--- config.mk ---
export PLATFORM = sky130hd
export DESIGN_NAME = drive_cmd_arbiter
export DESIGN_NICKNAME = d
export VERILOG_FILES = /design/src/rtl/drive_cmd_arbiter.sv
export SDC_FILE = /design/constraint.sdc
export NUM_CORES = 1
export LEC_CHECK = 0
export CORE_ASPECT_RATIO = 1.25
export CORE_MARGIN = 1
export CORE_UTILIZATION = 50
export DETAILED_ROUTE_END_ITERATION = 16
export PLACE_DENSITY = 0.71
export SLEW_MARGIN = 10
export SYNTH_ARGS = -nofsm -noshare
export SYNTH_HDL_FRONTEND = slang
export SYNTH_SLANG_ARGS = --single-unit
--- constraint.sdc ---
create_clock -name clk -period 6.22 [get_ports clk]
set_clock_uncertainty 0.2 [all_clocks]
set_input_delay 1.244 -clock clk [delete_from_list [all_inputs] [get_ports clk]]
set_output_delay 1.244 -clock clk [all_outputs]
set_load 0.005 [all_outputs]
--- src/rtl/drive_cmd_arbiter.sv ---
// Drive-motor command arbiter: maps IR keys to one-hot motor commands with
// obstacle override, command timeout, brake-before-reverse and UART telemetry.
module drive_cmd_arbiter #(
  parameter int CMD_TIMEOUT_CYCLES = 25_000_000,
  parameter int BRAKE_CYCLES       = 5_000_000,
  parameter int PROX_STOP_LEVEL    = 4,
  parameter int PROX_HYST          = 2,
  parameter int TX_PERIOD_CYCLES   = 500_000
) (
  input  logic        clk,
  input  logic        rst,
  input  logic        ir_valid,
  input  logic [11:0] ir_key,
  input  logic [3:0]  prox_level,
  output logic [7:0]  motor_cmd,
  output logic [2:0]  motor_stat,
  output logic        obstacle,
  output logic        tx_valid,
  input  logic        tx_ready,
  output logic [7:0]  tx_byte
);

  typedef enum logic [1:0] {IDLE, DRIVE, BRAKE} state_t;

  localparam logic [2:0] STAT_NONE  = 3'd0;
  localparam logic [2:0] STAT_FWD   = 3'd1;
  localparam logic [2:0] STAT_LEFT  = 3'd2;
  localparam logic [2:0] STAT_BRAKE = 3'd3;
  localparam logic [2:0] STAT_RIGHT = 3'd4;
  localparam logic [2:0] STAT_BACK  = 3'd5;

  localparam int TMAX = (CMD_TIMEOUT_CYCLES > BRAKE_CYCLES) ? CMD_TIMEOUT_CYCLES : BRAKE_CYCLES;
  localparam int TW   = $clog2(TMAX + 1);
  localparam int PW   = $clog2(TX_PERIOD_CYCLES + 1);
  localparam logic [TW-1:0] CMD_LOAD   = TW'(CMD_TIMEOUT_CYCLES - 1);
  localparam logic [TW-1:0] BRAKE_LOAD = TW'(BRAKE_CYCLES - 1);
  localparam logic [PW-1:0] TICK_LAST  = PW'(TX_PERIOD_CYCLES - 1);

  state_t        state_q, state_d;
  logic [2:0]    dir_q, dir_d;
  logic [2:0]    pend_q, pend_d;
  logic [2:0]    pendNext;
  logic [TW-1:0] timer_q, timer_d;
  logic          timerZero;
  logic          obstacle_q, obstacle_d;
  logic [7:0]    motorCmd_q, motorCmd_d;
  logic [2:0]    motorStat_q, motorStat_d;
  logic [PW-1:0] tickCnt_q, tickCnt_d;
  logic          tick;
  logic          reqEvent;
  logic          txPend_q, txPend_d;
  logic          txValid_q, txValid_d;
  logic [7:0]    txByte_q, txByte_d;
  logic          capture;
  logic [2:0]    keyCode;
  logic          keyDir, keyBrake;

  always_comb begin
    keyCode = STAT_NONE;
    if (ir_valid) begin
      case (ir_key)
        12'hD02: keyCode = STAT_FWD;
        12'hB04: keyCode = STAT_LEFT;
        12'hA05: keyCode = STAT_BRAKE;
        12'h906: keyCode = STAT_RIGHT;
        12'h708: keyCode = STAT_BACK;
        default: keyCode = STAT_NONE;
      endcase
    end
  end

  assign keyBrake  = (keyCode == STAT_BRAKE);
  assign keyDir    = (keyCode != STAT_NONE) && !keyBrake;
  assign timerZero = (timer_q == '0);

  // Hysteresis band between the stop and clear levels holds the flag.
  always_comb begin
    obstacle_d = obstacle_q;
    if (int'(prox_level) < PROX_STOP_LEVEL)
      obstacle_d = 1'b1;
    else if (int'(prox_level) >= PROX_STOP_LEVEL + PROX_HYST)
      obstacle_d = 1'b0;
  end

  always_comb begin
    state_d  = state_q;
    dir_d    = dir_q;
    pend_d   = pend_q;
    pendNext = pend_q;
    timer_d  = timerZero ? timer_q : timer_q - 1'b1;
    case (state_q)
      IDLE: begin
        if (keyBrake) begin
          state_d = BRAKE;
          pend_d  = STAT_NONE;
          timer_d = BRAKE_LOAD;
        end else if (keyDir && !(keyCode == STAT_FWD && obstacle_q)) begin
          state_d = DRIVE;
          dir_d   = keyCode;
          timer_d = CMD_LOAD;
        end
      end
      DRIVE: begin
        // Obstacle ahead beats any key; a key beats a coincident timeout.
        if (dir_q == STAT_FWD && obstacle_q) begin
          state_d = BRAKE;
          pend_d  = STAT_NONE;
          timer_d = BRAKE_LOAD;
        end else if (keyBrake) begin
          state_d = BRAKE;
          pend_d  = STAT_NONE;
          timer_d = BRAKE_LOAD;
        end else if (keyDir && keyCode != dir_q) begin
          state_d = BRAKE;
          pend_d  = keyCode;
          timer_d = BRAKE_LOAD;
        end else if (keyDir) begin
          timer_d = CMD_LOAD;
        end else if (timerZero) begin
          state_d = BRAKE;
          pend_d  = STAT_NONE;
          timer_d = BRAKE_LOAD;
        end
      end
      BRAKE: begin
        if (keyBrake)
          pendNext = STAT_NONE;
        else if (keyDir)
          pendNext = keyCode;
        pend_d = pendNext;
        if (timerZero) begin
          pend_d = STAT_NONE;
          if (pendNext != STAT_NONE && !(pendNext == STAT_FWD && obstacle_q)) begin
            state_d = DRIVE;
            dir_d   = pendNext;
            timer_d = CMD_LOAD;
          end else begin
            state_d = IDLE;
          end
        end
      end
      default: state_d = IDLE;
    endcase
  end

  always_comb begin
    motorStat_d = STAT_NONE;
    case (state_d)
      DRIVE:   motorStat_d = dir_d;
      BRAKE:   motorStat_d = STAT_BRAKE;
      default: motorStat_d = STAT_NONE;
    endcase
    case (motorStat_d)
      STAT_FWD:   motorCmd_d = 8'h02;
      STAT_LEFT:  motorCmd_d = 8'h08;
      STAT_BRAKE: motorCmd_d = 8'h10;
      STAT_RIGHT: motorCmd_d = 8'h20;
      STAT_BACK:  motorCmd_d = 8'h80;
      default:    motorCmd_d = 8'h00;
    endcase
  end

  // Periodic ticks and status changes coalesce into a single pending request.
  always_comb begin
    tick      = (tickCnt_q == TICK_LAST);
    tickCnt_d = tick ? '0 : tickCnt_q + 1'b1;
    reqEvent  = tick || (motorStat_d != motorStat_q) || (obstacle_d != obstacle_q);
    txValid_d = txValid_q;
    txByte_d  = txByte_q;
    capture   = 1'b0;
    if (!txValid_q || tx_ready) begin
      if (txPend_q) begin
        capture   = 1'b1;
        txValid_d = 1'b1;
        txByte_d  = {prox_level, motorStat_q, 1'b1};
      end else begin
        txValid_d = 1'b0;
      end
    end
    txPend_d = (txPend_q && !capture) || reqEvent;
  end

  always_ff @(posedge clk) begin
    if (rst) begin
      state_q     <= IDLE;
      dir_q       <= STAT_NONE;
      pend_q      <= STAT_NONE;
      timer_q     <= '0;
      obstacle_q  <= 1'b0;
      motorCmd_q  <= 8'h00;
      motorStat_q <= STAT_NONE;
      tickCnt_q   <= '0;
      txPend_q    <= 1'b0;
      txValid_q   <= 1'b0;
      txByte_q    <= 8'h00;
    end else begin
      state_q     <= state_d;
      dir_q       <= dir_d;
      pend_q      <= pend_d;
      timer_q     <= timer_d;
      obstacle_q  <= obstacle_d;
      motorCmd_q  <= motorCmd_d;
      motorStat_q <= motorStat_d;
      tickCnt_q   <= tickCnt_d;
      txPend_q    <= txPend_d;
      txValid_q   <= txValid_d;
      txByte_q    <= txByte_d;
    end
  end

  assign motor_cmd  = motorCmd_q;
  assign motor_stat = motorStat_q;
  assign obstacle   = obstacle_q;
  assign tx_valid   = txValid_q;
  assign tx_byte    = txByte_q;

endmodule
==> summary.md, run 1 <==
| Metric | Value |
|---|---|
| Setup violators final | 0 |
| Initial antenna violation count | 0 |
| WL final | ~11000 um |
| H-tree depth | 3 |
| RR Startpoint | timer_q[11] |
| Routed wl met3 | 580 um |
| Worst Tran Pin Value | 0.812 ns |
| Startpoint Class | input pin |
| Design area | 0.00501 mm^2 |
| Yosys reg bits | 71 |
| Fmax | 173 MHz |
| TritonCTS clock tree | done |
| CTS Buffer Depth | 2 |
| RSZ-0062 raised after global routing | no |
| Total CTS buffers | 9 |
| Worst reg-to-reg setup slack | 1.59 ns |
| Xor/xnor share of the synthesized area | 0.0793 |
| R2r endpoint | txPend_q |
| Synthesized area per cell | around 8 um^2 |
| Placer Congestion | 0.983 |
| Core Footprint | 0.00829 mm^2 |
| Clk sinks | 71 |
| Die Height | 106 um |
| Final Cycle Share | 0.930 |
| Cell Area, Synth | 0.00431 mm^2 |
| Top_reg_cell synth | dfxtp_1 |
| Starting density of the core | 0.520 |
| # hold bufs at CTS | 0 |
| Residual DRC count | 0 |
| Area growth syn-to-layout | 16.2% |
| Vias | 4215 |
| LEAKAGE | 0.00192 uW |
| Area after DPL | 0.00476 mm^2 |
| Dpl ws | -0.0196 ns |
| Synthesis Warnings | 0 |
| Metal-1 WL | 4750 um |
| Post-synth EDFFs | 0 |
| Tot GR Track Use | 0.271 |
| Routed len/inst | 16.7 um |
| Fin crit period | 5.78 ns |
| Mux cell area share after synthesis | 0.0163 |
| Clk Latency, worst-skew pair | 0.35 ns |
| Post-Synth Adder-Cell Area | 0.0261 |
| Synth Area in Compound Gates | 0.184 |
| Total die area | 0.00900 mm^2 |
| CTS root buf | clkbuf_8 |
| Peak VDD IR | 0.118 mV |
| Fillers | approximately 770 |
| Layout cells sized above 1 | 0.0778 |
| Hold Path End | tx_byte[0] |
| CP Data Required Time | 6.24 ns |
| Uppermost layer routed | met4 |
| CP endpoint kind | flop |
| Fin. Hold Viols | 0 |
| GRT Residual Overflow | 0 |
| Netlist cell types | 73 |
| FP Rows | 37 |
| WHS Path Cells | 2 |
| Clock-pin slew on the worst setup and hold paths | 0.08 ns |
| Hold_ws | between 0.2 and 0.3 ns |
| Hold WC Path Type | reg -> reg |
| Status | complete, no violations |
| Worst EP arrival | 5.81 ns |
| Die width | 85.0 um |
| Largest family of logic cells by synthesized area | simple AND/OR/NAND/NOR gates |
| Cells after synthesis | roughly 550 |
| Vias per inst | 6.13 |
| Rel. slew slack | 0.457 |
| Initial DRT Pass Iterations | 5 |
| Synth Area in Simple Gates | 0.322 |
| First-pass GRT wire length | 19500 um |
| ANT cells | 0 |
| WL met2 | 5790 um |
| # IOs | 41 |
| Async S/R FF share, synth | 0 |
| Final worst setup slack | around 0.44 ns |
| Initial DRC count | ~220 |
| Register area share after synthesis | 0.330 |
| Pin count of the biggest net entering global routing | 22 |
| Post-detail-place hpwl | about 8500 um |
| Reg2reg path depth | 16 |
| PwrDens | 297 mW/mm^2 |
| Critical path type | in -> reg |
| I/O Buffers | 37 |
| Fin. max-slew vios | 0 |
| Hold Path Origin | tx_byte[0] |
| Layout Nets | 615 |
| Vias in the first global route | around 4100 |
| Maxcap violations | 0 |
| Critical-path maximum fanout | 8 |
| Antenna Nets Post-Route | 0 |
[routing by layer]
layer / track usage / vias to the layer above
met5: 0 / -
met4: 0.128 / 0
met3: 0.0517 / 35
met2: 0.469 / 160
met1: 0.320 / 1985
li1: - / 2035
[cells by family after synthesis]
group / after synthesis
simple gates: 262
compound gates: 116
flops: 71
buf+inv: 42
xor+xnor: 39
fa+ha+maj: 9
mux: 7
other cells: 1
[worst max-delay path, cell delays in order]
cell and delay [ns]:
clkdlybuf4s50_1 0.40, or4_4 0.65, nor4_4 0.49, o41a_1 0.30, nor3_1 0.09, and2_1 0.22
o21ai_2 0.23, a21oi_1 0.13, nor3_1 0.22, ha_1 0.33, nand2b_1 0.24, a221oi_1 0.32
nand2_1 0.09, a2111oi_1 0.30, nand3_1 0.12, nor4_1 0.30, a31oi_1 0.13
[placed cells by master (no fill, tap or decap), types with 3 or more instances in the layout]
cell	synthesis	routed
a21oi_1	33	33
nand3b_1	3	3
nand2_1	58	58
or4bb_1	3	3
dfxtp_1	71	71
a31oi_1	6	6
o211ai_1	3	3
o21ai_0	15	15
nand2b_1	13	13
o21a_1	5	5
o211a_1	3	3
nor2_1	75	75
a21o_1	3	3
or4_1	5	4
o22ai_1	6	5
a221oi_1	4	4
clkdlybuf4s50_1	0	37
conb_1	1	3
xnor2_1	13	13
xor2_1	26	26
inv_1	20	20
a211oi_1	4	4
mux2i_1	7	7
o21ai_2	4	4
nor4_4	3	3
o31ai_1	3	3
nand4_1	9	9
and2_1	9	9
nor4_1	14	13
nor3_1	21	21
clkbuf_8	0	10
nand3_1	20	20
ha_1	9	9
or3_1	4	4
o21ai_1	4	4
nor2b_1	3	3
nor3b_1	3	3
buf_4	3	10
[synthesized netlist by cell type, types with 4 or more instances]
| library cell | n | area share |
|---|---|---|
| clkbuf_1 | 13 | 0.011 |
| nand2_1 | 58 | 0.051 |
| nand3_1 | 20 | 0.023 |
| or4_1 | 5 | 0.0087 |
| nand2b_1 | 13 | 0.019 |
| o21ai_1 | 4 | 0.0046 |
| o21ai_0 | 15 | 0.017 |
| inv_1 | 20 | 0.017 |
| a21oi_1 | 33 | 0.038 |
| or3_1 | 4 | 0.0058 |
| nand4_1 | 9 | 0.013 |
| nor3_1 | 21 | 0.024 |
| dfxtp_1 | 71 | 0.33 |
| ha_1 | 9 | 0.026 |
| mux2i_1 | 7 | 0.016 |
| a221oi_1 | 4 | 0.0081 |
| nor2_1 | 75 | 0.065 |
| o21a_1 | 5 | 0.0087 |
| o21ai_2 | 4 | 0.0081 |
| a31oi_1 | 6 | 0.0087 |
| o22ai_1 | 6 | 0.0087 |
| xor2_1 | 26 | 0.053 |
| nor4_1 | 14 | 0.020 |
| and2_1 | 9 | 0.013 |
| a211oi_1 | 4 | 0.0070 |
| xnor2_1 | 13 | 0.026 |
[report_power, final]
part	leakage [uW]	internal, uW	switching (uW)	total [uW]
clock network	0.000101	200	190	390
registers	0.000577	521	66.6	588
logic	0.00125	223	287	510
[final cells by class]
cell class | count | area [um^2] | share of cell area
inverters | 21 | 78.8 | 0.0157
well taps | 97 | 121 | 0.0242
repair buffers | 47 | 445 | 0.0890
multi-input cells | 436 | 2730 | 0.546
flip-flops and latches | 71 | 1420 | 0.284
clock buffers | 11 | 141 | 0.0282
clock inverters | 5 | 63.8 | 0.0127
[registers in the layout (all words and copies together), names as in the netlist]
signal      count
dir_q           3
motor_cmd       5
motor_stat      3
obstacle        1
pend_q          3
state_q         2
tickCnt_q      19
timer_q        25
txPend_q        1
tx_byte         8
tx_valid        1
[per-stage QoR]
| step | power [uW] | cells | setup TNS [ns] | utilization |
|---|---|---|---|---|
| 2_1_floorplan | 978 | 549 | 0 | - |
| 3_3_place_gp | 1090 | 669 | 0 | 0.575 |
| 3_5_place_dp | 1100 | 669 | -0.0196 | 0.575 |
| 4_1_cts | 1490 | 685 | 0 | 0.599 |
| 5_1_grt | 1590 | 688 | 0 | 0.604 |
| 6_report | 1490 | 688 | 0 | 0.604 |
[worst max path at each step]
stage | cells past startpoint | slack (ns) | end | from
after global placement | 17 | 0.19 | txPend_q | ir_key[5]
after global routing | 16 | 0.02 | txPend_q | ir_key[8]
after detailed placement | 17 | -0.02 | txPend_q | ir_key[5]
final | 17 | 0.44 | txPend_q | ir_key[5]
after CTS | 17 | 0.28 | txPend_q | ir_key[5]
after floorplan | 17 | 0.98 | txPend_q | ir_key[5]
[what timing repair did]
item | in CTS | in global routing
endpoints found under the hold margin | 0 | 0
resized for setup | 0 | 4
endpoints found under the setup margin | 0 | 1
buffers inserted | 0 | 3
No activity file was read; power rests on OpenSTA's default activity.
==> run 2: changes to the inputs <==
Settings changed: ABC_CLOCK_PERIOD_IN_PS set to 6220, CTS_CLUSTER_SIZE set to 10.
==> results of run 2 <==
The final DEF is identical to that of run 1; final timing and power are the same.
==> run 3: changes to the inputs <==
==> constraint.sdc (replaced) <==
create_clock -name clk -period 6.22 [get_ports clk]
set_clock_uncertainty 0.2 [all_clocks]
set_input_delay 0.933 -clock clk [delete_from_list [all_inputs] [get_ports clk]]
set_output_delay 0.933 -clock clk [all_outputs]
set_load 0.005 [all_outputs]
==> run 3 against run 2 <==
  * Final area is 2.2% lower
  * Combinational power hardly changed
  * Utilization down 1.4 points
  * Wire length fell by 1.7%
  * Clock power decreased by 16%
  * Count of clock-buffer cells in the layout down 1
  * Critical path depth is 1 lower
  * Global-route usage down 0.73 points
  * Critical endpoint unchanged
  * Non-clock buffer count down 7
  * Register-to-register slack better by 0.02 ns
  * Maximum frequency is 2.5% higher
==> summary.md, run 3 (synthesis results as in run 1) <==
| Metric | Value |
|---|---|
| Worst Tran Pin Value | 0.639 ns |
| # IOs | between 40 and 50 |
| Sequential cell area | ~0.0014 mm^2 |
| Setup tns final | 0 ns |
| GRT Residual Overflow | 0 |
| Post-CTS sizing | 0 |
| Vias | 4110 |
| Setup bufs post-CTS | 0 |
| WP buf/inv | 1 |
| I/O Buffers | 37 |
| Clk sinks | 71 |
| Critical path type | in -> reg |
| # hold bufs at CTS | 0 |
| Clk pwr share | 0.230 |
| Slowest cell on crit path | or4_1 |
| Residual DRC count | 0 |
| Antenna Nets Post-Route | 0 |
| WHS Path Cells | 2 |
| Comb pwr share | 0.359 |
| CP Data Required Time | 6.25 ns |
| Core Footprint | between 0.008 and 0.009 mm^2 |
| Maxcap violations | 0 |
| WL final | 11300 um |
| Commonest non-fill, non-tap cell in the layout | nor2_1 |
| Tot GR Track Use | 0.264 |
| Commonest non-fill, non-tap cells in the layout | nor2_1 (75), dfxtp_1 (71), nand2_1 (58) |
| Total power | 1420 uW |
| Fillers | 784 |
| Vias per inst | slightly above 6 |
| CTS root buf | clkbuf_8 |
| Fin crit period | 5.64 ns |
| LEAKAGE | 0.00187 uW |
| Peak VDD IR | between 0.1 and 0.15 mV |
| Reg2reg path depth | 18 |
| Multi-input combinational cell area | 0.00272 mm^2 |
| First-pass GRT wire length | 18900 um |
| CTS Buffer Depth | 2 |
| Total CTS buffers | 9 |
| FP Rows | 37 |
| PwrDens | ~290 mW/mm^2 |
| Area growth syn-to-layout | 13.6% |
| H-tree depth | 3 |
| Crit-path leading delay family | simple AND/OR/NAND/NOR gates |
| Rel. slew slack | 0.568 |
| RSZ-0062 raised after global routing | no |
| Setup violators final | 0 |
| Hold WC Path Type | reg -> reg |
| Placer Congestion | 0.986 |
| Fmax | 177 MHz |
| Routed len/inst | between 15 and 20 um |
| Int Pwr | 887 uW |
| Die Height | around 110 um |
| Vias in the first global route | between 4000 and 5000 |
| Clock-pin slew on the worst setup and hold paths | 0.08 ns |
| Initial antenna violation count | 0 |
| ANT cells | 0 |
| Largest stage delay on the critical path | 0.79 ns |
| Pin count of the biggest net entering global routing | between 40 and 50 |
| Layout cells sized above 1 | 0.0600 |
| Net Sw Frac | 0.377 |
| Initial DRT Pass Iterations | 5 |
| Max FFs per register | 25 |
| TritonCTS clock tree | done |
| Final Cycle Share | 0.907 |
| Reg with most FFs | timer_q |
| Initial DRC count | 198 |
| Critical-path maximum fanout | 9 |
| Total die area | 0.00900 mm^2 |
| CP endpoint kind | flop |
| Hold_ws | 0.256 ns |
| Fin. Hold Viols | 0 |
| Flop pwr share | 0.412 |
| CP Cell Sequence | clkdlybuf4s50_1, or4_1, nor4_4, nor4_1, a211o_1, o21ai_2, nand2_1, o221ai_1, ha_1, nand2b_1, a221oi_1, nand2_1, a2111oi_0, nand3_1, nor4_1, a31oi_1 |
| Fin. max-slew vios | 0 |
| Starting density of the core | 0.520 |
| Die width | 85.0 um |
| Worst EP arrival | around 5.7 ns |
| Clk Latency, worst-skew pair | 0.36 ns |
| Startpoint Class | input pin |
| Final core occ | 0.591 |
| Status | complete, no violations |
| NetSw | 536 uW |
| Post-detail-place hpwl | approximately 8400 um |
| Layout Nets | 608 |
| Critical path depth in cells | 16 |
-- run 3: layout make-up --
| cell class | instances | area share |
|---|---|---|
| multi-input combinational | 436 | 0.555 |
| clock inverter | 5 | 0.00716 |
| timing repair buffer | 40 | 0.0803 |
| sequential | 71 | 0.290 |
| tap | 97 | 0.0248 |
| clock buffer | 10 | 0.0261 |
| inverter | 21 | 0.0161 |
-- run 3: path summary, 6_finish.rpt --
path	startpoint	endpoint	slack, ns
hold reg to reg	tx_byte[0]	tx_byte[0]	0.26
setup / recovery	ir_key[5]	txPend_q	0.58
hold / removal	tx_byte[0]	tx_byte[0]	0.26
setup reg to reg	timer_q[0]	txPend_q	1.61
-- run 3: power by group through the flow --
stage	sequential [uW]	combinational, uW	clock [uW]
after global placement	594	494	0
final	586	510	327
after detailed placement	595	507	0
after global routing	596	581	350
after floorplan	580	398	0
after CTS	586	509	331
-- run 3: worst min-delay path, stage by stage (launching register included) --
cell and delay [ns]:
dfxtp_1 0.32, inv_1 0.05, a21oi_1 0.05
-- run 3: per-layer routing --
metal | share of wire | global-route usage
met5 | 0 | 0
met4 | 0.049 | 0.146
met3 | 0.051 | 0.0501
met2 | 0.49 | 0.461
met1 | 0.41 | 0.298
-- run 3: metrics by stage --
stage	instance area, um^2	setup WS [ns]	instances
floorplan	4320	1.30	549
global placement	4730	0.438	665
detailed placement	4730	0.246	665
CTS	4890	0.597	680
global route	4890	0.0567	680
finish	4890	0.577	680
